===== config.mk =====
export PLATFORM = sky130hd
export DESIGN_NAME = imem_program_loader
export DESIGN_NICKNAME = d
export VERILOG_FILES = /design/src/rtl/imem_program_loader.sv
export SDC_FILE = /design/constraint.sdc
export NUM_CORES = 1
export LEC_CHECK = 0
export CAP_MARGIN = 20
export CORE_ASPECT_RATIO = 0.8
export CORE_UTILIZATION = 49
export CTS_CLUSTER_SIZE = 25
export DETAILED_ROUTE_END_ITERATION = 12
export PLACE_DENSITY_LB_ADDON = 0.15
export SLEW_MARGIN = 25
export SYNTH_ARGS = -nofsm -noshare
export SYNTH_HDL_FRONTEND = slang
export SYNTH_SLANG_ARGS = --single-unit
export TNS_END_PERCENT = 50

===== constraint.sdc =====
create_clock -name clk -period 2.4 [get_ports clk]
set_clock_uncertainty 0.1 [all_clocks]
set_input_delay 0.72 -clock clk [delete_from_list [all_inputs] [get_ports clk]]
set_output_delay 0.72 -clock clk [all_outputs]
set_load 0.03 [all_outputs]

===== src/rtl/imem_program_loader.sv =====
// imem_program_loader
//
// Fills instruction memory from a framed byte stream and gates the CPU.
// Frame: LEN_HI, LEN_LO (word count N, big-endian), 4N payload bytes
// (each word MSB first), then one checksum byte (XOR of all payload bytes).
// The CPU is released only after a frame is fully written and its checksum
// matches.
//
// Ports:
//   clk          system clock, rising edge
//   rst_n        asynchronous active-low reset
//   start        one-cycle pulse, begins a load from IDLE, DONE or ERROR
//   in_valid     source presents a byte on in_data
//   in_data      stream byte
//   in_ready     loader accepts in_data this cycle (decoded from state)
//   mem_we       instruction memory byte write enable (registered)
//   mem_addr     instruction memory byte address (registered)
//   mem_wd       instruction memory write byte (registered)
//   cpu_run      high = CPU may execute
//   busy         a frame is in progress
//   done         last frame loaded and verified
//   error        last frame rejected
//   words_loaded complete 32-bit words written in the current/last frame
module imem_program_loader #(
    parameter int unsigned MEM_BYTES = 64,
    parameter logic [31:0] BASE_ADDR = 32'd0
) (
    input  logic        clk,
    input  logic        rst_n,
    input  logic        start,
    input  logic        in_valid,
    input  logic [7:0]  in_data,
    output logic        in_ready,
    output logic        mem_we,
    output logic [31:0] mem_addr,
    output logic [7:0]  mem_wd,
    output logic        cpu_run,
    output logic        busy,
    output logic        done,
    output logic        error,
    output logic [15:0] words_loaded
);

    typedef enum logic [2:0] {
        S_IDLE,
        S_LEN_HI,
        S_LEN_LO,
        S_PAYLOAD,
        S_CHECK,
        S_DONE,
        S_ERROR
    } state_t;

    localparam logic [17:0] MEM_LIMIT = 18'(MEM_BYTES);

    state_t      state_reg, state_next;
    logic [15:0] len_reg;
    logic [16:0] byte_idx_reg;
    logic [15:0] words_reg;
    logic [7:0]  chk_reg;
    logic        mem_we_reg;
    logic [31:0] mem_addr_reg;
    logic [7:0]  mem_wd_reg;

    logic        xfer;
    logic [15:0] len_full;
    logic [17:0] len_full_x4;
    logic [17:0] payload_bytes;
    logic        last_byte;
    logic        enter_len_hi;

    assign xfer = in_valid & in_ready;

    // Length as it will be once LEN_LO is latched; the oversize test must
    // look at the incoming low byte in the same cycle it is accepted.
    assign len_full      = {len_reg[15:8], in_data};
    assign len_full_x4   = {len_full, 2'b00};
    assign payload_bytes = {len_reg, 2'b00};
    assign last_byte     = (({1'b0, byte_idx_reg}) + 18'd1) == payload_bytes;

    assign enter_len_hi  = (state_next == S_LEN_HI) && (state_reg != S_LEN_HI);

    always_comb begin
        state_next = state_reg;
        in_ready   = 1'b0;
        busy       = 1'b0;
        done       = 1'b0;
        error      = 1'b0;
        cpu_run    = 1'b0;
        case (state_reg)
            S_IDLE: begin
                if (start) state_next = S_LEN_HI;
            end
            S_LEN_HI: begin
                in_ready = 1'b1;
                busy     = 1'b1;
                if (in_valid) state_next = S_LEN_LO;
            end
            S_LEN_LO: begin
                in_ready = 1'b1;
                busy     = 1'b1;
                if (in_valid) begin
                    if (len_full_x4 > MEM_LIMIT) begin
                        state_next = S_ERROR;
                    end else if (len_full == 16'd0) begin
                        state_next = S_CHECK;
                    end else begin
                        state_next = S_PAYLOAD;
                    end
                end
            end
            S_PAYLOAD: begin
                in_ready = 1'b1;
                busy     = 1'b1;
                if (in_valid && last_byte) state_next = S_CHECK;
            end
            S_CHECK: begin
                in_ready = 1'b1;
                busy     = 1'b1;
                if (in_valid) begin
                    if (in_data == chk_reg) begin
                        state_next = S_DONE;
                    end else begin
                        state_next = S_ERROR;
                    end
                end
            end
            S_DONE: begin
                done    = 1'b1;
                cpu_run = 1'b1;
                if (start) state_next = S_LEN_HI;
            end
            S_ERROR: begin
                error = 1'b1;
                if (start) state_next = S_LEN_HI;
            end
            default: begin
                state_next = S_IDLE;
            end
        endcase
    end

    always_ff @(posedge clk or negedge rst_n) begin
        if (!rst_n) begin
            state_reg    <= S_IDLE;
            len_reg      <= 16'd0;
            byte_idx_reg <= 17'd0;
            words_reg    <= 16'd0;
            chk_reg      <= 8'd0;
            mem_we_reg   <= 1'b0;
            mem_addr_reg <= 32'd0;
            mem_wd_reg   <= 8'd0;
        end else begin
            state_reg  <= state_next;
            mem_we_reg <= 1'b0;

            if (enter_len_hi) begin
                len_reg      <= 16'd0;
                byte_idx_reg <= 17'd0;
                words_reg    <= 16'd0;
                chk_reg      <= 8'd0;
            end

            if (xfer && state_reg == S_LEN_HI) len_reg[15:8] <= in_data;
            if (xfer && state_reg == S_LEN_LO) len_reg[7:0]  <= in_data;

            if (xfer && state_reg == S_PAYLOAD) begin
                chk_reg      <= chk_reg ^ in_data;
                byte_idx_reg <= byte_idx_reg + 17'd1;
                if (byte_idx_reg[1:0] == 2'd3) words_reg <= words_reg + 16'd1;
                // Address uses the index of this byte, before the increment.
                mem_we_reg   <= 1'b1;
                mem_addr_reg <= BASE_ADDR + {15'd0, byte_idx_reg};
                mem_wd_reg   <= in_data;
            end
        end
    end

    assign mem_we       = mem_we_reg;
    assign mem_addr     = mem_addr_reg;
    assign mem_wd       = mem_wd_reg;
    assign words_loaded = words_reg;

endmodule


==> results of run 1 <==
==> final cells by class <==
type	instances	share of cell area
clock buffer	12	0.0390
sequential	86	0.328
timing repair buffer	160	0.215
clock inverter	3	0.00304
multi-input combinational	411	0.389
tap	115	0.0219
inverter	7	0.00400
==> Yosys cell counts (all sizes together) (2+ instances only) <==
cell	instances	share of area
inv	6	0.0047
nor2	43	0.035
a21boi	2	0.0031
xor2	6	0.011
ha	3	0.0079
nand4	6	0.015
nand2	115	0.090
a31oi	7	0.0092
clkbuf	16	0.017
o211ai	3	0.0047
and2	4	0.0052
nor4	10	0.019
nor3b	4	0.0063
xnor2	24	0.046
dfrtp	86	0.45
a22o	19	0.035
nand3b	3	0.0047
and3	6	0.0079
buf	31	0.047
o21ai	54	0.057
nand3	21	0.027
o31ai	10	0.016
nor2b	2	0.0026
or4	3	0.0047
a21oi	13	0.015
or3	5	0.0076
nor3	14	0.016
==> logic make-up (layout without fill, tap and decap cells) <==
family,after synthesis,count (layout),synth area share
mux,1,1,0.00209
compound gates,117,117,0.155
xor+xnor,30,30,0.0565
flops,86,86,0.450
buf+inv,54,182,0.0691
other cells,1,15,0.000785
fa+ha+maj,4,4,0.00995
simple gates,244,244,0.256
==> critical path: cells and delay by family (launching register included) <==
| kind | cells | cell delay, ps |
|---|---|---|
| buffers and inverters | 2 | 290 |
| DFF | 1 | 380 |
| and+or+nand+nor | 4 | 1050 |
| AOI/OAI and AO/OA | 3 | 620 |
==> repair_timing <==
action	in CTS	in global routing
resized for setup	40	51
setup buffers	5	13
hold buffers	0	0
gates cloned	0	1
pin swaps	10	22
setup endpoints to repair	64	59
==> worst paths after layout <==
path	end	slack [ps]	cells after the start
min	words_loaded[3]	230	1
min in group clk	mem_addr[10]	370	2
min reg2reg	mem_addr[10]	370	2
max	state_reg[1]	-160	9
max in group asynchronous	state_reg[2]	1380	2
max reg2reg	state_reg[1]	-160	9
==> stage by stage <==
stage / cells / setup slack (ps) / total power, mW
floorplan: 551 / -143 / 3.18
global placement: 761 / -649 / 3.92
detailed placement: 761 / -704 / 3.98
CTS: 781 / -192 / 5.40
global route: 794 / -269 / 5.79
finish: 794 / -160 / 5.51
==> power groups by stage <==
stage,combinational [mW],sequential (mW),clock [mW]
2_1_floorplan,1.17,2.01,0
3_3_place_gp,2.02,1.90,0
3_5_place_dp,2.08,1.91,0
4_1_cts,2.17,1.89,1.35
5_1_grt,2.46,1.93,1.40
6_report,2.29,1.90,1.32
==> metal layers <==
metal,vias to the layer above,GRT usage,share of wire
li1,2117,-,-
met1,2187,0.335,0.45
met2,134,0.433,0.49
met3,10,0.0483,0.044
met4,0,0.0778,0.010
met5,-,0,0
==> metrics, run 1 <==
sequential share of the synthesized area 0.450; H-tree depth 3; yosys warns 0; worst setup path startpoint byte_idx_reg[5]; core area 9270 um2; Yosys reg bits 86; Worst-Margin Slew 585 ps; Synth cell types 67; post-route minimum period 2560 ps; sw power 2.05 mW; IO Port Bufs 58; CP Data Arrival Time 2690 ps; Power Internal 3.46 mW; IO Pins 74; layout cells sized above 1 0.268; Pwr per Cell Area 838 nW/um2; Post-Synthesis Cells 537; WL final 12800 um; Avg Inst Size Synth 8.90 um2; CTS clock-pin slew for the worst setup and hold paths 70 ps; Chip Width 112 um; Pre-antenna DRT Iters 5; largest net degree at the start of global routing 39; Final GP Congestion 0.870; drt first-iter violations 304; FF/Latch Area 2160 um2; FFs w/ async S/R, synth 1.00; footprint of the multi-input gates 2560 um2; Detail Placement HPWL 8830 um; area delta synth->final 37.6%; Vias 4448; root buf cell clkbuf_16; critical path class flip-flop to flip-flop; CP endpoint kind flip-flop; Most common cell on crit path buf_4; Min Hold Slack 234 ps; Max Freq 391 MHz; CTS tree done; Routed WL per cell 16.2 um; slew margin rel. 0.609; part of the power in combinational logic 0.415; worst-path fanout max 9; initial antenna violation count 0; Cell Chain, Critical Path buf_4 -> nand4_4 -> buf_4 -> nor3_2 -> or3_1 -> a31oi_1 -> o2bb2ai_2 -> or4_4 -> o31a_1; setup violators final 3; Final Util 0.709; Post-synth EDFFs 0; reg2reg start byte_idx_reg[5]; Slew Limit Fails 0; commonest cells after routing, fill and taps aside nand2_1 (115), buf_4 (93), dfrtp_1 (80); Die Footprint 10200 um2; switching share of total power 0.373; remaining antenna violation count after routing 0; Max rail drop VDD 0.675 mV; vias per inst 5.60; Die Ht 90.3 um; Placed Instance Area 5970 um2; failing checks negative setup slack; main flop type after synthesis dfrtp_1; DR DRC count 0; Hold Path Class input port to asynchronous set/reset pin; Largest stage delay, worst path 560 ps; vias in the first global route 4369; clk buf depth 2; LEAKAGE 3.10 nW; n_diodes 0; status finished, violations left; GRT Total Usage 0.256; RSZ-0062 raised after global routing yes; Worst Setup Start Kind flip-flop; share of total power in the clock network 0.240; final hold violation count 0; critical path's slowest cell or4_4; GRT overflow 0; TritonCTS Buffers 9; row count 31; post-synth design cell area 4780 um2; design area 6580 um2; Sink Count 86; period utilization 1.07; setup_tns -267 ps; number of nets in the layout 690; most common cell after layout, fill and taps aside nand2_1; Flop pwr share 0.345; clock latency at the later pin of the worst-skew pair 350 ps; fillcell total 733; worst setup margin -160 ps; Initial Utilization 0.516; max-cap viol count 0; Crit path required time 2530 ps; first-pass GRT wire length 20700 um
No activity file was read; power rests on OpenSTA's default activity.
==> run 2, diff against run 1 <==
CAP_MARGIN = not set   (was 20)
GPL_ROUTABILITY_DRIVEN = 0   (was not set)
==> results of run 2 <==
Same layout as run 1: the final DEF is identical, and so are final timing and power.
==> run 3, diff against run 2 <==
CORE_MARGIN = 3   (was not set)
==> metrics, run 3 (synthesis gave the netlist of run 1 again) <==
Placed Instance Area 5990 um2 (+0.29%); worst path bufs/invs 1 (-1); fillcell total 692 (-5.6%); Routed WL per cell 16.2 um (about the same); design area 6640 um2 (+1.0%); layout cells sized above 1 0.275 (+0.00736); Crit path required time 2520 ps (about the same); failing checks negative setup slack; Die Footprint 11000 um2 (+8.1%); period utilization 1.05 (-0.0198); area delta synth->final 39.0%; clock latency at the later pin of the worst-skew pair 340 ps (about the same); Worst Setup Start Kind flip-flop; commonest cells after routing, fill and taps aside nand2_1 (115), buf_4 (91), dfrtp_1 (78); largest net degree at the start of global routing 34 (-13%); Die Ht 94.3 um (+4.4%); Pwr per Cell Area 839 nW/um2 (about the same); Hold Path Class input port to asynchronous set/reset pin; DR DRC count 0 (unchanged); Pre-antenna DRT Iters 5 (unchanged); n_diodes 0 (unchanged); Worst setup endpoint state_reg[1]; number of nets in the layout 691 (+0.14%); Cell Chain, Critical Path nand4_4 -> buf_12 -> or3_4 -> nor4b_4 -> o2bb2ai_2 -> or4_4 -> o31a_1; critical path's slowest cell or4_4; initial antenna violation count 0 (unchanged); max-cap viol count 0 (unchanged); CTS clock-pin slew for the worst setup and hold paths 60 ps (about the same); core area 9270 um2 (unchanged); root buf cell clkbuf_16; setup violators final 17 (+14); Slew Limit Fails 0 (unchanged); pre-CTS setup slack -701 ps (+3.75 ps); H-tree depth 3 (unchanged); vias in the first global route 4279 (-2.1%); first-pass GRT wire length 21000 um (+1.5%); critical path's top delay family simple AND/OR/NAND/NOR gates; Final Util 0.716 (+0.00715); Max rail drop VDD 0.559 mV (-17%); CP endpoint kind flip-flop; remaining antenna violation count after routing 0 (unchanged); WL final 12900 um (about the same); RSZ-0062 raised after global routing yes; CTS tree done; IO Pins 74 (unchanged); clk buf depth 2 (unchanged); FF-to-FF path depth 7 (-2); IO Port Bufs 58 (unchanged); worst-path fanout max 9 (unchanged); reg2reg start byte_idx_reg[5]; Sink Count 86 (unchanged); critical path class flip-flop to flip-flop; setup_tns -574 ps (-306 ps); critical path depth 7 (-2); Post-CTS Hold Buffers 0 (unchanged); Worst R2R End state_reg[1]; LEAKAGE 3.13 nW (+0.98%); row count 31 (unchanged); TritonCTS Buffers 9 (unchanged); Largest stage delay, worst path 560 ps (about the same); status finished, violations left; Min Hold Slack 191 ps (-43.1 ps); CP Data Arrival Time 2640 ps (-50 ps); Detail Placement HPWL 8800 um (-0.33%); worst setup margin -113 ps (+47.5 ps); final hold violation count 0 (unchanged); FF-to-FF setup slack -110 ps (+50 ps); Chip Width 116 um (+3.6%); Vias 4473 (+0.56%); most common cell after layout, fill and taps aside nand2_1; worst setup path startpoint byte_idx_reg[5]; vias per inst 5.63 (+0.56%); Initial Utilization 0.516 (unchanged); post-route minimum period 2510 ps (-47.5 ps); Max Freq 398 MHz (+1.9%); drt first-iter violations 361 (+19%); GRT overflow 0 (unchanged); GRT Total Usage 0.241 (-0.0149)
-- run 3: changes by cell type in the layout (fill, tap and decap cells not counted), sizes merged --
cell	delta
buf	+1
bufinv	+1
clkdlybuf4s15	-1
clkdlybuf4s50	-1
-- run 3: worst min path at each step --
stage,startpoint,endpoint,slack [ps],cells past startpoint
6_report,rst_n,words_loaded[8],190,1
3_3_place_gp,mem_addr[10],mem_addr[10],360,2
5_1_grt,rst_n,words_loaded[8],210,1
2_1_floorplan,rst_n,byte_idx_reg[0],320,0
4_1_cts,rst_n,words_loaded[8],200,1
3_5_place_dp,mem_addr[8],mem_addr[8],360,2
-- run 3: through the flow --
step / power [mW] / std cells
after floorplan: 3.18 / 551
after global placement: 3.94 / 765
after detailed placement: 3.99 / 765
after CTS: 5.47 / 791
after global routing: 5.86 / 794
final: 5.57 / 794
-- run 3: area by class of cell --
type	count	area [um2]	area share
clock buffer	10	229	0.0345
clock inverter	4	50.0	0.00754
inverter	7	26.3	0.00396
multi-input combinational	411	2600	0.392
sequential	86	2160	0.326
tap	115	144	0.0217
timing repair buffer	161	1430	0.215
-- run 3: repair_timing --
action,4_1_cts,5_1_grt
endpoints found under the setup margin,65,63
gates cloned,0,1
buffers inserted,13,3
resized for setup,71,31
pin swaps,18,20
-- run 3: layer usage --
metal	global-route usage	part of all wire
met4	0.0715	0.016
met5	0	0
met2	0.387	0.49
met3	0.0468	0.043
met1	0.333	0.45
-- run 3: power by group --
part	switching, mW	internal (mW)	leakage, nW
logic	1.30	1.03	1.85
clock network	0.570	0.793	0.130
registers	0.196	1.68	1.16
